### src/rtl/tff_mod_counter_pkg.sv
// Shared definitions for the sequential-lab counters: direction encoding,
// operation select and the modulo next-count helper.
package tff_mod_counter_pkg;

  // Arithmetic is done one bit wider than the widest supported counter (32 bits).
  localparam int unsigned ARITH_W = 33;
  typedef logic [ARITH_W-1:0] arith_t;

  localparam logic DIR_UP   = 1'b1;
  localparam logic DIR_DOWN = 1'b0;

  typedef enum logic [1:0] {
    OP_HOLD  = 2'd0,
    OP_COUNT = 2'd1,
    OP_LOAD  = 2'd2,
    OP_CLEAR = 2'd3
  } op_e;

  function automatic arith_t step_count(input arith_t cnt, input logic dir, input arith_t modulus);
    arith_t last;
    arith_t nxt;
    last = modulus - arith_t'(1);
    if (dir == DIR_DOWN) begin
      if (cnt == arith_t'(0)) nxt = last;
      else                    nxt = cnt - arith_t'(1);
    end else begin
      if (cnt == last) nxt = arith_t'(0);
      else             nxt = cnt + arith_t'(1);
    end
    return nxt;
  endfunction

  function automatic op_e select_op(input logic clear, input logic load, input logic en);
    op_e op;
    if (clear)     op = OP_CLEAR;
    else if (load) op = OP_LOAD;
    else if (en)   op = OP_COUNT;
    else           op = OP_HOLD;
    return op;
  endfunction

endpackage

### src/rtl/tff_mod_counter_cell.sv
// Single T flip-flop storage cell: toggles when t is high, otherwise holds.
// Asynchronous active-low reset loads the per-cell init value.
module tff_cell #(
  parameter logic INIT = 1'b0
) (
  input  logic clock,
  input  logic reset,
  input  logic t,
  output logic q
);

  logic q_r;

  // T flip-flop state.
  always_ff @(posedge clock or negedge reset) begin
    if (!reset) begin
      q_r <= INIT;
    end else if (t) begin
      q_r <= ~q_r;
    end else begin
      q_r <= q_r;
    end
  end

  assign q = q_r;

endmodule

### src/rtl/tff_mod_counter.sv
// Modulo-MODULUS up/down counter built from WIDTH T flip-flop cells, with
// clear > load > count priority, terminal count, wrap and load-error pulses.
module tff_mod_counter
  import tff_mod_counter_pkg::*;
#(
  parameter int WIDTH     = 4,
  parameter int MODULUS   = 16,
  parameter int RESET_VAL = 0
) (
  input  logic             clock,
  input  logic             reset,
  input  logic             en,
  input  logic             up,
  input  logic             load,
  input  logic [WIDTH-1:0] load_val,
  input  logic             clear,
  output logic [WIDTH-1:0] count,
  output logic             tc,
  output logic             wrap,
  output logic             load_err
);

  // MOD_X is one bit wider so MODULUS == 2**WIDTH is representable.
  localparam logic [WIDTH:0]   MOD_X    = (WIDTH+1)'(MODULUS);
  localparam logic [WIDTH-1:0] LAST_VAL = WIDTH'(MODULUS - 1);
  localparam logic [WIDTH-1:0] INIT_VAL = WIDTH'(RESET_VAL);

  logic [WIDTH-1:0] count_s;
  logic [WIDTH-1:0] step_s;
  logic [WIDTH-1:0] next_s;
  logic [WIDTH-1:0] toggle_s;
  op_e              op_s;
  logic             load_ok_s;
  logic             at_bound_s;
  logic             wrap_next_s;
  logic             load_err_next_s;
  logic             wrap_r;
  logic             load_err_r;

  assign step_s     = WIDTH'(step_count(arith_t'(count_s), up, arith_t'(MODULUS)));
  assign load_ok_s  = ({1'b0, load_val} < MOD_X);
  assign at_bound_s = (up == DIR_UP) ? (count_s == LAST_VAL) : (count_s == '0);

  // Next-count selection and status pulse decode.
  always_comb begin
    op_s            = select_op(clear, load, en);
    next_s          = count_s;
    wrap_next_s     = 1'b0;
    load_err_next_s = 1'b0;
    case (op_s)
      OP_CLEAR: begin
        next_s = '0;
      end
      OP_LOAD: begin
        if (load_ok_s) begin
          next_s = load_val;
        end else begin
          next_s          = LAST_VAL;
          load_err_next_s = 1'b1;
        end
      end
      OP_COUNT: begin
        next_s      = step_s;
        wrap_next_s = at_bound_s;
      end
      OP_HOLD: begin
        next_s = count_s;
      end
      default: begin
        next_s = count_s;
      end
    endcase
  end

  // Each cell flips exactly the bits that differ between now and next.
  assign toggle_s = count_s ^ next_s;

  for (genvar i = 0; i < WIDTH; i++) begin : g_cell
    tff_cell #(
      .INIT (INIT_VAL[i])
    ) u_cell (
      .clock (clock),
      .reset (reset),
      .t     (toggle_s[i]),
      .q     (count_s[i])
    );
  end

  // Registered one-cycle status pulses.
  always_ff @(posedge clock or negedge reset) begin
    if (!reset) begin
      wrap_r     <= 1'b0;
      load_err_r <= 1'b0;
    end else begin
      wrap_r     <= wrap_next_s;
      load_err_r <= load_err_next_s;
    end
  end

  assign count    = count_s;
  assign tc       = en & ~clear & ~load & at_bound_s;
  assign wrap     = wrap_r;
  assign load_err = load_err_r;

  tff_mod_counter_chk #(
    .WIDTH     (WIDTH),
    .MODULUS   (MODULUS),
    .RESET_VAL (RESET_VAL)
  ) u_chk (
    .clock (clock)
  );

endmodule

// Parameter legality checker: an illegal configuration stops simulation.
module tff_mod_counter_chk #(
  parameter int WIDTH     = 4,
  parameter int MODULUS   = 16,
  parameter int RESET_VAL = 0
) (
  input logic clock
);

  localparam longint CAP       = longint'(1) << WIDTH;
  localparam bit     PARAMS_OK = (WIDTH >= 1) && (WIDTH <= 32) && (MODULUS >= 2) &&
                                 (longint'(MODULUS) <= CAP) && (RESET_VAL >= 0) &&
                                 (RESET_VAL < MODULUS);

  a_params_legal: assert property (@(posedge clock) PARAMS_OK)
    else $fatal(1, "tff_mod_counter: illegal WIDTH/MODULUS/RESET_VAL");

endmodule

### config.mk
export PLATFORM = sky130hd
export DESIGN_NAME = tff_mod_counter
export DESIGN_NICKNAME = d
export VERILOG_FILES = /design/src/rtl/tff_mod_counter_pkg.sv /design/src/rtl/tff_mod_counter_cell.sv /design/src/rtl/tff_mod_counter.sv
export SDC_FILE = /design/constraint.sdc
export NUM_CORES = 1
export LEC_CHECK = 0
export ABC_AREA = 0
export ABC_CLOCK_PERIOD_IN_PS = 1500
export BUFFER_PORTS_ARGS = -buffer_cell sky130_fd_sc_hd__buf_2
export CORE_AREA = 3 3 40 42
export CTS_CLUSTER_SIZE = 30
export DETAILED_ROUTE_END_ITERATION = 7
export DIE_AREA = 0 0 43 45
export GPL_TIMING_DRIVEN = 0
export PLACE_DENSITY_LB_ADDON = 0.12
export SLEW_MARGIN = 40
export SYNTH_ARGS = -nofsm -noshare
export SYNTH_HDL_FRONTEND = slang
export SYNTH_SLANG_ARGS = --single-unit
### constraint.sdc
create_clock -name clock -period 1.5 [get_ports clock]
set_clock_uncertainty 0.2 [all_clocks]
set_input_delay 0.3 -clock clock [delete_from_list [all_inputs] [get_ports clock]]
set_output_delay 0.3 -clock clock [all_outputs]
set_load 0.01 [all_outputs]
==> results of run 1 <==
## cells in the final DEF (no fill, tap or decap), types with 2 or more instances in the layout
cell / count
inv_1: 3
dfrtp_2: 3
mux2i_1: 2
dfrtp_1: 2
a21oi_1: 6
inv_2: 3
xnor2_1: 2
o21bai_1: 2
buf_2: 13
clkbuf_4: 3
buf_6: 4
ha_4: 2
buf_4: 16
## stage by stage
| stage | setup WS [ns] | hold WS, ns | cells | instance area (µm²) |
|---|---|---|---|---|
| 6_report | -0.408 | 0.0904 | 98 | 743 |
| 5_1_grt | -0.500 | 0.0772 | 98 | 743 |
| 4_1_cts | -0.427 | 0.0713 | 95 | 677 |
| 3_5_place_dp | -0.256 | -0.0856 | 80 | 538 |
| 3_3_place_gp | -0.283 | -0.0854 | 80 | 538 |
| 2_1_floorplan | -0.0598 | -0.196 | 52 | 454 |
## cell type report
class / instances / area, µm²
Clock buffer: 4 / 26.3
Tap cell: 15 / 18.8
Buffer: 7 / 57.6
Inverter: 6 / 22.5
Multi-Input combinational cell: 34 / 307
Sequential cell: 5 / 129
Timing Repair Buffer: 27 / 183
Fill cell: 113 / 542
## power groups by stage
stage | sequential (mW) | combinational [mW] | clock (mW)
2_1_floorplan | 0.160 | 0.0924 | 0
6_report | 0.160 | 0.210 | 0.151
4_1_cts | 0.159 | 0.176 | 0.158
3_5_place_dp | 0.165 | 0.127 | 0
5_1_grt | 0.160 | 0.228 | 0.177
3_3_place_gp | 0.167 | 0.126 | 0
## registers in the layout, summed over array words and instances (netlist names)
signal           cells
g_cell.u_cell.q      4
wrap                 1
## path summary, 6_finish.rpt
path | cells past startpoint | end
setup / recovery | 6 | tc
hold / removal | 2 | g_cell[0].u_cell.q
hold reg to reg | 2 | wrap
max in group asynchronous | 2 | g_cell[1].u_cell.q
setup reg to reg | 6 | g_cell[2].u_cell.q
min in group asynchronous | 2 | wrap
## per-layer routing
layer,routed length [µm],track usage (%),vias to the layer above
met5,0,0,-
met4,27,10.2,0
met3,56,3.98,4
met2,590,19.5,14
met1,572,16.6,220
li1,-,-,242
## cells by family (layout without fill, tap and decap cells)
kind of cell | after synthesis | after routing | synth area share [%]
compound gates | 17 | 17 | 24.6
xor+xnor | 2 | 2 | 4.06
fa+ha+maj | 2 | 2 | 5.80
buf+inv | 13 | 44 | 16.8
flops | 5 | 5 | 29.0
mux | 2 | 2 | 4.64
other cells | 1 | 1 | 0.869
simple gates | 10 | 10 | 14.2
## worst max-delay path, stage by stage, from the launching register on
cell	delay, ns
dfrtp_2	0.41
inv_2	0.09
ha_4	0.13
nor3b_4	0.20
nand2_2	0.08
a21oi_2	0.12
buf_2	0.14
## what timing repair did
action                     in CTS  in global routing
pin swaps                       5                  3
gates resized for setup         6                  9
buffers inserted               10                  3
hold buffers                    1                  0
hold endpoints to repair        5                  0
setup endpoints to repair       7                  9
==> flow_summary.yaml, run 1 <==
power:
  p_sw_mw: 0.156
  peakVddDrop_mv: 0.237
  p_seq_share_pct: 30.7
  comb_power_share_pct: 40.3
  p_sw_share_pct: 30.0
  cell_internal_pwr_mw: 0.364
  power_density_nw_per_um2: 701
  leakage_nw: 0.353
  power.share.clock_pct: 29.0
  p_total_mw: 0.521
die:
  fp.dieH_um: 45
  fp.dieW_um: 43
  start_util_pct: 33.6
  num_rows: 13
  ios: 17
  die_area_um2: 1940
  coreArea_um2: 1280
synth:
  async_reset_ff_share_pct: 100
  synth.largest_area_cell: "dfrtp_1"
  synthCells: 52
  synth_top_area_share_pct: 29.0
  syn_avg_cell_area_um2: 8.30
  syn_nets: 64
  ys_top_cells_by_count: "7 x a21oi_1, 6 x buf_4, 5 x dfrtp_1"
  seq_area_frac_synth_pct: 29.0
  synth_area_leaders: "dfrtp_1 29%, buf_4 10%, a21oi_1 8.1%"
  synth_cell_types: 25
  yosysMostFrequentCell: "a21oi_1"
  yosysWarnings: 0
  synthFlopType: "dfrtp_1"
  synth_edf_count: 0
  syn_area_um2: 432
  ys_ff_latch: 5
cts:
  cts.sinks: 5
  clockBufferDepth: 2
  cts_made_buffers: 3
  cts-root-buf: "clkbuf_4"
  clkSlewWorstSetupHoldPaths_ns: 0.04
  cts_tree: "built"
  htreeDepth: 1
  clk-insertion-delay-late_ns: 0.24
timing:
  worst_slack_ns: -0.408
  hold_viol_final: 0
  drv_slew: 0
  fin_tns_setup_ns: -1.05
  setup_viol: 8
  rsz0062_at_grt: "yes"
  fmax_mhz: 524
  fin_crit_ns: 1.91
  fin_crit_sh_pct: 127
place:
  gp_congestion: 0.779
  portBuffers: 13
  dp_hpwl_um: 725
run_status:
  violations: "setup timing"
  status: "finished, violations left"
route:
  drt-total-wl_um: 1250
  num_vias: 480
  viasPerCell: 4.90
  dr.pass1.iters: 4
  drc: 0
  routedWlPerCell_um: 12.7
  drtIter0Drc: 9
  final_antenna_net_count: 0
hold_path:
  worstHoldStart: "clear"
  min_path_type: "input pin to flip-flop"
cells_and_area:
  fin_nets: 96
  drive_gt1_share_pct: 61.4
  antenna_cells: 0
  final_util_pct: 57.8
  syn_to_final_growth_pct: 72.2
grt:
  grt_usage_pct: 13.4
  grt_start_max_net_pins: 10
  grt_pass1_vias: 424
  antenna_found_initial: 0
  overflow: 0
  grt_pass1_wl_um: 1840
setup_path:
  crit_arrival_ns: 1.41
  cp.required_ns: 1.00
  start_kind: "flip-flop"
  crit_path_start: "g_cell[0].u_cell.q"
  r2r_start: "g_cell[1].u_cell.q"
  crit_path_max_fanout: 2
  worstSetupPathType: "flip-flop to output port"
  critPathCaptureType: "output port"
  r2r_setup_slack_ns: -0.12
run:
  maxCapViolCount: 0
Power figures use the tool's default switching activity.
==> inputs of run 2 (changes only) <==
--- a/config.mk
+++ b/config.mk
@@ -8,10 +8,10 @@
 export ABC_AREA = 0
 export ABC_CLOCK_PERIOD_IN_PS = 1500
 export BUFFER_PORTS_ARGS = -buffer_cell sky130_fd_sc_hd__buf_2
-export CORE_AREA = 3 3 40 42
+export CORE_AREA = 2 2 39 41
 export CTS_CLUSTER_SIZE = 30
 export DETAILED_ROUTE_END_ITERATION = 7
-export DIE_AREA = 0 0 43 45
+export DIE_AREA = 0 0 41 43
 export GPL_TIMING_DRIVEN = 0
 export PLACE_DENSITY_LB_ADDON = 0.12
 export SLEW_MARGIN = 40
==> flow_summary.yaml, run 2 (synthesized netlist as in run 1, its figures left out) <==
setup_path:
  critical_path_depth: 6
  path_cells: "inv_2 -> ha_4 -> nor3b_4 -> nand2_2 -> a21oi_2 -> buf_2"
  crit_family: "flip-flops"
  r2r_start: "g_cell[0].u_cell.q"
  critPathCaptureType: "output port"
  crit_slowest_cell: "dfrtp_2"
  cp_slowest_stage_delay_ns: 0.43
  crit_path_max_fanout: 4
  worstSetupPathType: "flip-flop to output port"
  start_kind: "flip-flop"
  r2r_setup_slack_ns: -0.16
  r2r_end: "g_cell[3].u_cell.q"
  ff2ff_path_depth: 5
  cp.required_ns: 1.00
  cp.buffers_inverters: 2
  crit_arrival_ns: 1.46
die:
  start_util_pct: 31.2
  ios: 17
  die_area_um2: 1760
  fp.dieH_um: 43
  coreArea_um2: 1380
  fp.dieW_um: 41
  num_rows: 14
run_status:
  status: "finished, violations left"
  violations: "setup timing"
grt:
  overflow: 0
  grt_pass1_wl_um: 1850
  grt_start_max_net_pins: 10
  antenna_found_initial: 0
  grt_pass1_vias: 406
  grt_usage_pct: 16.2
cells_and_area:
  ff_latch_area_um2: 129
  syn_to_final_growth_pct: 70.1
  layout_commonest_cell: "buf_4"
  fill_cells: 132
  fin_nets: 96
  final_cell_mix: "15 x buf_4, 12 x buf_2, 6 x a21oi_1, 6 x buf_6"
  antenna_cells: 0
  drive_gt1_share_pct: 60.2
  largest_reg_flops: 4
  multiInputGateArea_um2: 287
route:
  drc: 0
  drt-total-wl_um: 1250
  drtIter0Drc: 8
  dr.pass1.iters: 4
  final_antenna_net_count: 0
  viasPerCell: 5.06
  num_vias: 501
  routedWlPerCell_um: 12.7
cts:
  clk-insertion-delay-late_ns: 0.25
  cts_made_buffers: 3
  cts.sinks: 5
  clkSlewWorstSetupHoldPaths_ns: 0.04
  cts-root-buf: "clkbuf_4"
  htreeDepth: 1
  clockBufferDepth: 2
  cts_tree: "built"
timing:
  drv_slew: 0
  fin_tns_setup_ns: -0.957
  rsz0062_at_grt: "yes"
  setup_viol: 8
  holdWs_ns: 0.0891
  fin_crit_ns: 1.96
  fmax_mhz: 510
  hold_viol_final: 0
  worst_slack_ns: -0.460
  fin_crit_sh_pct: 131
run:
  maxCapViolCount: 0
hold_path:
  min_path_cells: 2
  worst_hold_path.endpoint: "g_cell[1].u_cell.q"
  min_path_type: "input pin to flip-flop"
  worstHoldStart: "clear"
place:
  portBuffers: 13
  dp_hpwl_um: 722
  gp_congestion: 0.791
power:
  leakage_nw: 0.358
  peakVddDrop_mv: 0.353
  p_total_mw: 0.532
  power_density_nw_per_um2: 724
## run 2: cell counts in the layout (fill, tap and decap cells not counted)
No cell type changed its count.
## run 2: worst max path at each step
stage	start	slack, ns	endpoint
after detailed placement	g_cell[1].u_cell.q	-0.29	tc
final	g_cell[1].u_cell.q	-0.46	tc
after global routing	g_cell[1].u_cell.q	-0.55	tc
after floorplan	g_cell[1].u_cell.q	-0.06	tc
after global placement	g_cell[1].u_cell.q	-0.27	tc
after CTS	g_cell[1].u_cell.q	-0.45	tc
## run 2: power by group
part	switching (mW)	internal, mW
logic	0.0892	0.125
registers	0.0150	0.146
clock network	0.0567	0.101
## run 2: final cells by class
| cell class | instances | share of cell area, % |
|---|---|---|
| Tap cell | 16 | 2.73 |
| Sequential cell | 5 | 17.5 |
| Inverter | 6 | 3.07 |
| Buffer | 7 | 7.84 |
| Clock buffer | 4 | 3.58 |
| Multi-Input combinational cell | 34 | 39.0 |
| Timing Repair Buffer | 27 | 26.2 |
## run 2: what timing repair did
item                                    4_1_cts  5_1_grt
endpoints found under the hold margin         5        0
gates resized for setup                       9        7
hold buffers                                  1        0
gates cloned                                  0        0
endpoints found under the setup margin        7        9
pin swaps                                     5        2
setup buffers                                 9        4
## run 2: routing by layer
| metal | vias to the layer above | wire (µm) | GRT usage, % |
|---|---|---|---|
| met1 | 239 | 531 | 21.2 |
| met2 | 17 | 641 | 24.4 |
| met3 | 2 | 55 | 3.14 |
| li1 | 243 | - | - |
| met4 | 0 | 24 | 8.00 |
| met5 | - | 0 | 0 |
## run 2: worst reg2reg max path: stages (launching register included)
cell and delay (ns):
dfrtp_2 0.40, inv_2 0.06, buf_4 0.14, or4_1 0.50
a31oi_1 0.15, o2bb2ai_1 0.12
## run 2: metrics by stage
step / instance area, µm² / instances / utilization [%] / setup slack (ns)
floorplan: 454 / 52 / - / -0.0598
global placement: 539 / 81 / 39.0 / -0.274
detailed placement: 539 / 81 / 39.0 / -0.291
CTS: 679 / 95 / 49.1 / -0.455
global route: 734 / 99 / 53.1 / -0.545
finish: 734 / 99 / 53.1 / -0.460
